--- config.mk ---
export PLATFORM = sky130hd
export DESIGN_NAME = gemm_job_sequencer
export DESIGN_NICKNAME = d
export VERILOG_FILES = /design/src/rtl/gemm_job_sequencer.sv
export SDC_FILE = /design/constraint.sdc
export NUM_CORES = 1
export LEC_CHECK = 0
export CAP_MARGIN = 20
export CELL_PAD_IN_SITES_DETAIL_PLACEMENT = 1
export CELL_PAD_IN_SITES_GLOBAL_PLACEMENT = 2
export CORE_MARGIN = 2
export CORE_UTILIZATION = 38
export DETAILED_ROUTE_END_ITERATION = 12
export GPL_TIMING_DRIVEN = 0
export PLACE_DENSITY = 0.9
export REMOVE_ABC_BUFFERS = 1
export SYNTH_ARGS = -nofsm -noshare
export SYNTH_HDL_FRONTEND = slang
export SYNTH_SLANG_ARGS = --single-unit
--- constraint.sdc ---
create_clock -name clk -period 4.7 [get_ports clk]
set_input_delay 0.94 -clock clk [delete_from_list [all_inputs] [get_ports clk]]
set_output_delay 0.94 -clock clk [all_outputs]
set_load 0.01 [all_outputs]
--- src/rtl/gemm_job_sequencer.sv ---
// Job controller for the fixed-weight systolic GEMM: loads weight rows, streams vectors, and collects results. A result is sampled 2*SA_SIZE cycles after issue and is out_valid one cycle later.
// Output back-pressure is handled by credits, so no array result is ever dropped. The GEMM_SEQ_PERF_EN macro enables the input-stall counter.
module gemm_job_sequencer #(
    parameter int SA_SIZE                = 4,
    parameter int WEIGHT_ACTIVATION_SIZE = 8,
    parameter int MAX_VECTORS            = 16,
    parameter int OUT_DEPTH              = 8,
    localparam int DW = SA_SIZE * WEIGHT_ACTIVATION_SIZE,
    localparam int NW = $clog2(MAX_VECTORS + 1),
    localparam int RW = (SA_SIZE > 1) ? $clog2(SA_SIZE) : 1
) (
    input  logic          clk,
    input  logic          reset,
    input  logic          cfg_valid,
    output logic          cfg_ready,
    input  logic [NW-1:0] cfg_num_vectors,
    input  logic          w_valid,
    output logic          w_ready,
    input  logic [DW-1:0] w_data,
    input  logic          in_valid,
    output logic          in_ready,
    input  logic [DW-1:0] in_data,
    output logic          sa_w_we,
    output logic [RW-1:0] sa_w_row,
    output logic [DW-1:0] sa_w_data,
    output logic          sa_act_valid,
    output logic [DW-1:0] sa_act_data,
    input  logic [DW-1:0] sa_out_data,
    output logic          out_valid,
    input  logic          out_ready,
    output logic [DW-1:0] out_data,
    output logic          out_last,
    output logic          busy,
    output logic          done,
    output logic [31:0]   perf_stall_cnt
);
    localparam int LAT = 2 * SA_SIZE;
    localparam int CW  = $clog2(OUT_DEPTH + 1);
    localparam int PW  = (OUT_DEPTH > 1) ? $clog2(OUT_DEPTH) : 1;
    localparam logic [CW-1:0] DEPTH_C  = CW'(OUT_DEPTH);
    localparam logic [CW-1:0] CNT_ONE  = CW'(1);
    localparam logic [RW-1:0] ROW_LAST = RW'(SA_SIZE - 1);

    typedef enum logic [2:0] {S_IDLE, S_LOAD_W, S_STREAM, S_DRAIN, S_DONE} state_t;

    state_t        state, state_nxt;
    logic [NW-1:0] num_vec, vec_cnt;
    logic [RW-1:0] row_cnt;
    logic [LAT-1:0] tag_vld, tag_last;
    logic [CW-1:0] outstanding;
    logic [CW-1:0] fifo_count;
    logic [PW-1:0] wr_ptr, rd_ptr;
    logic [DW-1:0] fifo_dat [OUT_DEPTH];
    logic [OUT_DEPTH-1:0] fifo_last;

    logic cfg_fire, w_fire, issue, pop, push, is_last;

    assign cfg_fire = cfg_valid & cfg_ready;
    assign w_fire   = w_valid & w_ready;
    assign issue    = in_valid & in_ready;
    assign pop      = out_valid & out_ready;
    assign push     = tag_vld[LAT-1];
    assign is_last  = ((vec_cnt + NW'(1)) == num_vec);

    function automatic logic [PW-1:0] ptr_inc(input logic [PW-1:0] p);
        return (p == PW'(OUT_DEPTH - 1)) ? '0 : p + PW'(1);
    endfunction

    always_comb begin
        state_nxt = state;
        cfg_ready = 1'b0;
        w_ready   = 1'b0;
        in_ready  = 1'b0;
        done      = 1'b0;
        case (state)
            S_IDLE: begin
                cfg_ready = 1'b1;
                if (cfg_valid) state_nxt = S_LOAD_W;
            end
            S_LOAD_W: begin
                w_ready = 1'b1;
                if (w_valid && row_cnt == ROW_LAST)
                    state_nxt = (num_vec == '0) ? S_DONE : S_STREAM;
            end
            S_STREAM: begin
                // outstanding counts both array in-flight and FIFO-resident results
                in_ready = (outstanding < DEPTH_C);
                if (in_valid && in_ready && is_last) state_nxt = S_DRAIN;
            end
            S_DRAIN: begin
                if (outstanding == '0) state_nxt = S_DONE;
            end
            S_DONE: begin
                done      = 1'b1;
                state_nxt = S_IDLE;
            end
            default: state_nxt = S_IDLE;
        endcase
    end

    assign sa_w_we      = w_fire;
    assign sa_w_row     = row_cnt;
    assign sa_w_data    = w_data;
    assign sa_act_valid = issue;
    assign sa_act_data  = in_data;
    assign busy         = (state != S_IDLE);
    assign out_valid    = (fifo_count != '0);
    assign out_data     = fifo_dat[rd_ptr];
    assign out_last     = out_valid & fifo_last[rd_ptr];

    always_ff @(posedge clk or posedge reset) begin
        if (reset) begin
            state       <= S_IDLE;
            num_vec     <= '0;
            vec_cnt     <= '0;
            row_cnt     <= '0;
            tag_vld     <= '0;
            tag_last    <= '0;
            outstanding <= '0;
        end else begin
            state <= state_nxt;
            if (cfg_fire) begin
                num_vec <= cfg_num_vectors;
                vec_cnt <= '0;
                row_cnt <= '0;
            end
            if (w_fire) row_cnt <= row_cnt + RW'(1);
            if (issue)  vec_cnt <= vec_cnt + NW'(1);
            tag_vld  <= {tag_vld[LAT-2:0], issue};
            tag_last <= {tag_last[LAT-2:0], issue & is_last};
            if (issue && !pop)
                outstanding <= outstanding + CNT_ONE;
            else if (pop && !issue)
                outstanding <= outstanding - CNT_ONE;
        end
    end

    // Credits guarantee space, so a tagged result is pushed without checking full.
    always_ff @(posedge clk or posedge reset) begin
        if (reset) begin
            wr_ptr     <= '0;
            rd_ptr     <= '0;
            fifo_count <= '0;
            fifo_last  <= '0;
        end else begin
            if (push) begin
                fifo_last[wr_ptr] <= tag_last[LAT-1];
                wr_ptr            <= ptr_inc(wr_ptr);
            end
            if (pop) rd_ptr <= ptr_inc(rd_ptr);
            if (push && !pop)
                fifo_count <= fifo_count + CNT_ONE;
            else if (pop && !push)
                fifo_count <= fifo_count - CNT_ONE;
        end
    end

    always_ff @(posedge clk) begin
        if (push) fifo_dat[wr_ptr] <= sa_out_data;
    end

`ifdef GEMM_SEQ_PERF_EN
    logic [31:0] stall_cnt;

    always_ff @(posedge clk or posedge reset) begin
        if (reset)
            stall_cnt <= '0;
        else if (cfg_fire)
            stall_cnt <= '0;
        else if (state == S_STREAM && in_valid && !in_ready && stall_cnt != '1)
            stall_cnt <= stall_cnt + 32'd1;
    end

    assign perf_stall_cnt = stall_cnt;
`else
    assign perf_stall_cnt = '0;
`endif

endmodule

* Word-level counts from Yosys, hierarchy flattened
Memories as Yosys holds them, arrays and structs flattened.
Index checks and enable logic that the tools add are counted.
** Operators by class
- $add $sub $neg :: 8
- Multipliers :: 0
- Div/mod/pow operators :: 0
- $lt $le $gt $ge :: 4
- Eq/ne operators :: 12
- Shift operators :: 0
- Muxes and demuxes :: 27
- Bitwise operators :: 6
- Reduce and logical (&&, ||, !) cells :: 21
** Operator list (number)
- 3-bit 2-to-1 mux :: 7
- 4-bit 2-to-1 mux :: 4
- 3-bit case mux with 4 select lines :: 1
- 5-bit 2-to-1 mux :: 2
- 3-bit == test (second input constant) :: 3
- 4-bit by 1-bit adder with 4-bit output (second input constant) :: 2
- 8-bit bitwise mux :: 1
- 1-bit logical AND :: 8
- 3-bit by 4-bit less-than comparator with 1-bit output (second input constant) :: 2
- 1-bit 2-to-1 mux :: 8
- 2-bit != test (second input constant) :: 4
- 2-bit nonzero test :: 4
- 4-bit by 1-bit subtractor with 4-bit output (second input constant) :: 2
- 3-bit by 1-bit adder with 3-bit output (second input constant) :: 2
- 1-bit bitwise AND :: 6
- 3-bit by 2-bit == test with 1-bit output (second input constant) :: 2
- 5-bit by 1-bit adder with 5-bit output (second input constant) :: 1
- 5-bit == test :: 1
- 5-bit logical NOT :: 1
- 4-bit logical NOT :: 1
- 4-bit less-than comparator (second input constant) :: 1
- 2-bit 2-to-1 mux :: 2
- 4-bit AND reduction :: 1
- 4-bit nonzero test :: 1
- other kinds (9) :: 11
** Word-level totals
- Flip-flop bits (word level) :: 53
- Bits in latches :: 0
- Bits in writable memories :: 256
- Memory bits (read-only) :: 0
- Input port bits :: 107
- Output and inout port bits :: 139
- Memories kept :: 1
** Memories
- fifo_dat :: depth 8, bits a word 32, rd ports 1, clocked after Yosys merged registers in 0, wr ports 1, line 53 : logic [DW-1:0] fifo_dat [OUT_DEPTH];

* Longest topological paths before layout
- Word-level depth :: 7
- Depth in mapped cells :: 10
- Mapped depth without buffers :: 9

* Worst setup path after synthesis
Ideal clock, no wire load.
- Path kind :: register to register
- Start point :: register wr_ptr[0]
- End point :: register fifo_last[0]
- Library setup time :: 128 ps
- Arrival time :: 3269 ps
- Required time :: 4572 ps
- Path slack :: 1303 ps
- Cell stages (with the launch flop) :: 4
- Path buffers :: 0
- Clock period less this slack :: 3397 ps
- Path through :: dfrtp_1 -> nand2b_1 -> nor3_1 -> mux2_1
** Between the ends
- Word-level cells in the longest chain between the ends :: 5
** RTL lines
- start, declared :: line 52 : logic [PW-1:0] wr_ptr, rd_ptr;
- start signal, assigned :: line 148 : wr_ptr <= ptr_inc(wr_ptr);
- 3-bit by 4-bit less-than comparator with 1-bit output (implied by the code) or 3-bit by 1-bit greater-or-equal comparator with 1-bit output (tied branches) :: line 147 : fifo_last[wr_ptr] <= tag_last[LAT-1];
- 1-bit logical AND (implied by the code) :: line 147
- 1-bit 2-to-1 mux (implied by the code) :: line 147
- 1-bit demux with 3-bit select (*) :: line 147
- 8-bit bitwise mux (*) :: line 147
- end signal, assigned by index :: line 147
- end, declared :: line 54 : logic [OUT_DEPTH-1:0] fifo_last;
Mark *: on every way between the ends. The rest lies on a longest branch, timed or not.
A chain may end at the register's enable or synchronous reset.

* Worst setup path after layout
- Start point :: register rd_ptr[0]
- End point :: output out_data[31]
** Between the ends
- Word-level cells in the longest chain between the ends :: 1
** RTL lines
- start, declared :: line 52
- start signal, assigned :: line 150 : if (pop) rd_ptr <= ptr_inc(rd_ptr);
- memory read 8 x 32 bit
- end, declared :: line 31 : output logic [DW-1:0] out_data,
No other way between the ends.

==> out/qor.yml <==
cts-root-buf: "clkbuf_16"
antenna_found_initial: 0
overflow: 0
die_area_um2: 35280
maxCapViolations: 0
cp.arrival_ns: 3.19
place_hpwl_um: 17320
ctsHoldBuffers: 0
met3_usage_pct: 6.289
wl_um: 27500
setup_viol: 0
fin_crit_sh_pct: 87.85
timing.rr.start: "state[1]"
die_w_um: 187.8
yosys-top-cells-area: "edfxtp_1, dfrtp_1, mux4_2"
fill_cells: 3183
power_uw: 8358
drtIter0Drc: 475
grt_max_degree: 43
cellLeakagePower_uw: 0.005164
synthMuxAreaShare_pct: 16.76
synthArstFlopShare_pct: 17.15
ys_seq_area_share_pct: 70.19
cts_buffers: 34
dp.cells: 1125
rrSetupSlack_ns: 1.71
cts_sinks: 309
cts_resized: 0
min_from: "tag_vld[4]"
slew_headroom_pct: 46.24
grt_pass1_wl_um: 41810
cts_tree: "yes"
final_cell_count_no_fill: 1186
detail_route.wl_per_cell_um: 23.18
cp-end-kind: "output pin"
yosys.cell_count.top_type: "edfxtp_1"
start_util_pct: 38.49
die_y_um: 187.8
synth_top_cells_by_count: "edfxtp_1, buf_4, mux4_2"
use_met1_pct: 20.68
ant_nets: 0
place_congestion: 0.6844
syn_inst: 661
vias: 6007
finalSetupTns_ns: 0
yosys.area_share.simple_pct: 2.309
synth_xor_area_share_pct: 1.130
drive_gt1_share_pct: 25.61
period_minus_slack_ns: 4.129
avgSynthCellArea_um2: 19.43
worst_pin_slew_ns: 0.8064
grt_pass1_vias: 6541
reg2reg_to: "outstanding[3]"
synthesis.area_um2: 12840
path_clk_slew_ns: 0.06
yosys.area.top_type_share_pct: 59.86
yosys_warnings: 0
startpoint_type: "flip-flop"
worstSkewPairLatency_ns: 0.51
drt_first_pass_iters: 4
fmax_mhz: 242.2
worstHoldEndpoint: "tag_vld[5]"
grt_setup_unrepaired: "no"
cts.htree.levels: 2
criticalPathCategory: "flip-flop to output pin"
drv_slew: 0
drc_errors: 0
synth_top_area_cell: "edfxtp_1"
final_nets: 834
synth_cell_types: 42
port_buffers: 85
grtUsageTotal_pct: 15.79
synth_ff_type: "edfxtp_1"
hold_path_class: "flip-flop to flip-flop"
ys_ff_latch: 309
cellPowerDensity_nw_per_um2: 556.1
crit_fanout: 39
holdPathStages: 0
grt.busiest_layer: "met2"
post_cts_buffers: 0
hold_violations: 0
outcome: "completed"
worstPathRequired_ns: 3.76
clock_path_buffers: 3
vias_per_cell: 5.065
vdd_drop_max_mv: 0.2838
met2_usage_pct: 24.67
fp-row-count: 67
synth_adder_area_share_pct: 1.481
utilization_pct: 45.04
io_pins: 246
antennaDiodeCount: 0
synth_top_family_by_area: "multiplexers"
finClkSkew_ns: 0.02303
fp.coreArea_um2: 33360
synth_edf_count: 256
area_growth_pct: 17.02
synth-compound-area-share_pct: 1.062
worst-r2r-cell-count: 9
[per-stage QoR]
stage	area [um^2]	worst slack [ns]	hold slack, ns
2_1_floorplan	12080	0.06370	0.3312
3_3_place_gp	13490	-1.575	0.3316
3_5_place_dp	13880	1.020	0.3363
4_1_cts	15030	0.4822	0.3499
5_1_grt	15030	0.3578	0.3525
6_report	15030	0.5708	0.3491
[routing by layer]
metal	part of all wire (%)	wire, um
met1	42	11560
met2	47	12920
met3	9.1	2496
met4	1.5	413
met5	0.37	103
[layout make-up]
cell class | instances | area, um^2 | area share, %
Multi-Input combinational cell | 259 | 3095 | 20.60
Clock buffer | 40 | 925.9 | 6.161
Timing Repair Buffer | 103 | 1179 | 7.843
Sequential cell | 309 | 9022 | 60.04
Clock inverter | 21 | 222.7 | 1.482
Tap cell | 448 | 560.5 | 3.730
Inverter | 6 | 22.52 | 0.1499
[critical path: stages (launching register included)]
cell and delay (ns):
dfrtp_4 0.96, buf_16 0.32, mux4_1 0.61, mux2_2 0.28, clkdlybuf4s50_1 0.49
[registers in the layout, summed over array words and instances, names as in the netlist]
| name | flops |
|---|---|
| tag_last | 8 |
| fifo_dat | 256 |
| rd_ptr | 3 |
| outstanding | 4 |
| wr_ptr | 3 |
| tag_vld | 8 |
| state | 3 |
| num_vec | 5 |
| fifo_last | 8 |
| fifo_count | 4 |
| sa_w_row | 2 |
| vec_cnt | 5 |
[layout by cell type, fill, tap and decap left out, types with 4 or more instances in the layout]
cell type        instances
a21oi_1                  4
inv_1                    5
ha_1                    12
mux2_2                  51
clkinv_1                 7
nor2_1                  10
clkdlybuf4s50_1         85
nor2_4                   6
xnor2_1                 11
buf_8                    4
nor3_1                   5
o21ai_0                  4
mux4_1                  10
buf_6                    4
edfxtp_1               256
dfrtp_1                 50
mux4_2                  56
clkbuf_16               36
clkinv_2                 7
bufinv_16                4
a22o_1                   4
conb_1                  32
nand2b_1                 6
nand2_1                 10
buf_12                   7
[logic make-up after synthesis]
group | Yosys count
adder cells (fa/ha/maj) | 14
XOR/XNOR | 15
AO/OA/AOI/OAI | 20
buffers and inverters | 124
flip-flops | 309
other | 1
multiplexers | 122
AND/OR/NAND/NOR | 56
[power by group]
part	internal, uW	leakage [uW]	switching [uW]	total, uW
clock	1640	0.000567	1060	2690
combinational	1370	0.00161	869	2240
sequential	3110	0.00299	312	3430
total	6120	0.00516	2240	8360
[how the worst max path moves through the flow]
stage                   endpoint  slack (ns)      start  cells after the start
global route        out_data[31]        0.36  rd_ptr[0]                      4
CTS                  out_data[1]        0.48  rd_ptr[0]                      4
floorplan               out_last        0.06  rd_ptr[0]                      3
detailed placement   out_data[1]        1.02  rd_ptr[0]                      4
global placement        out_last       -1.57  rd_ptr[0]                      4
finish              out_data[31]        0.57  rd_ptr[0]                      4
No activity file was read; power rests on OpenSTA's default activity.
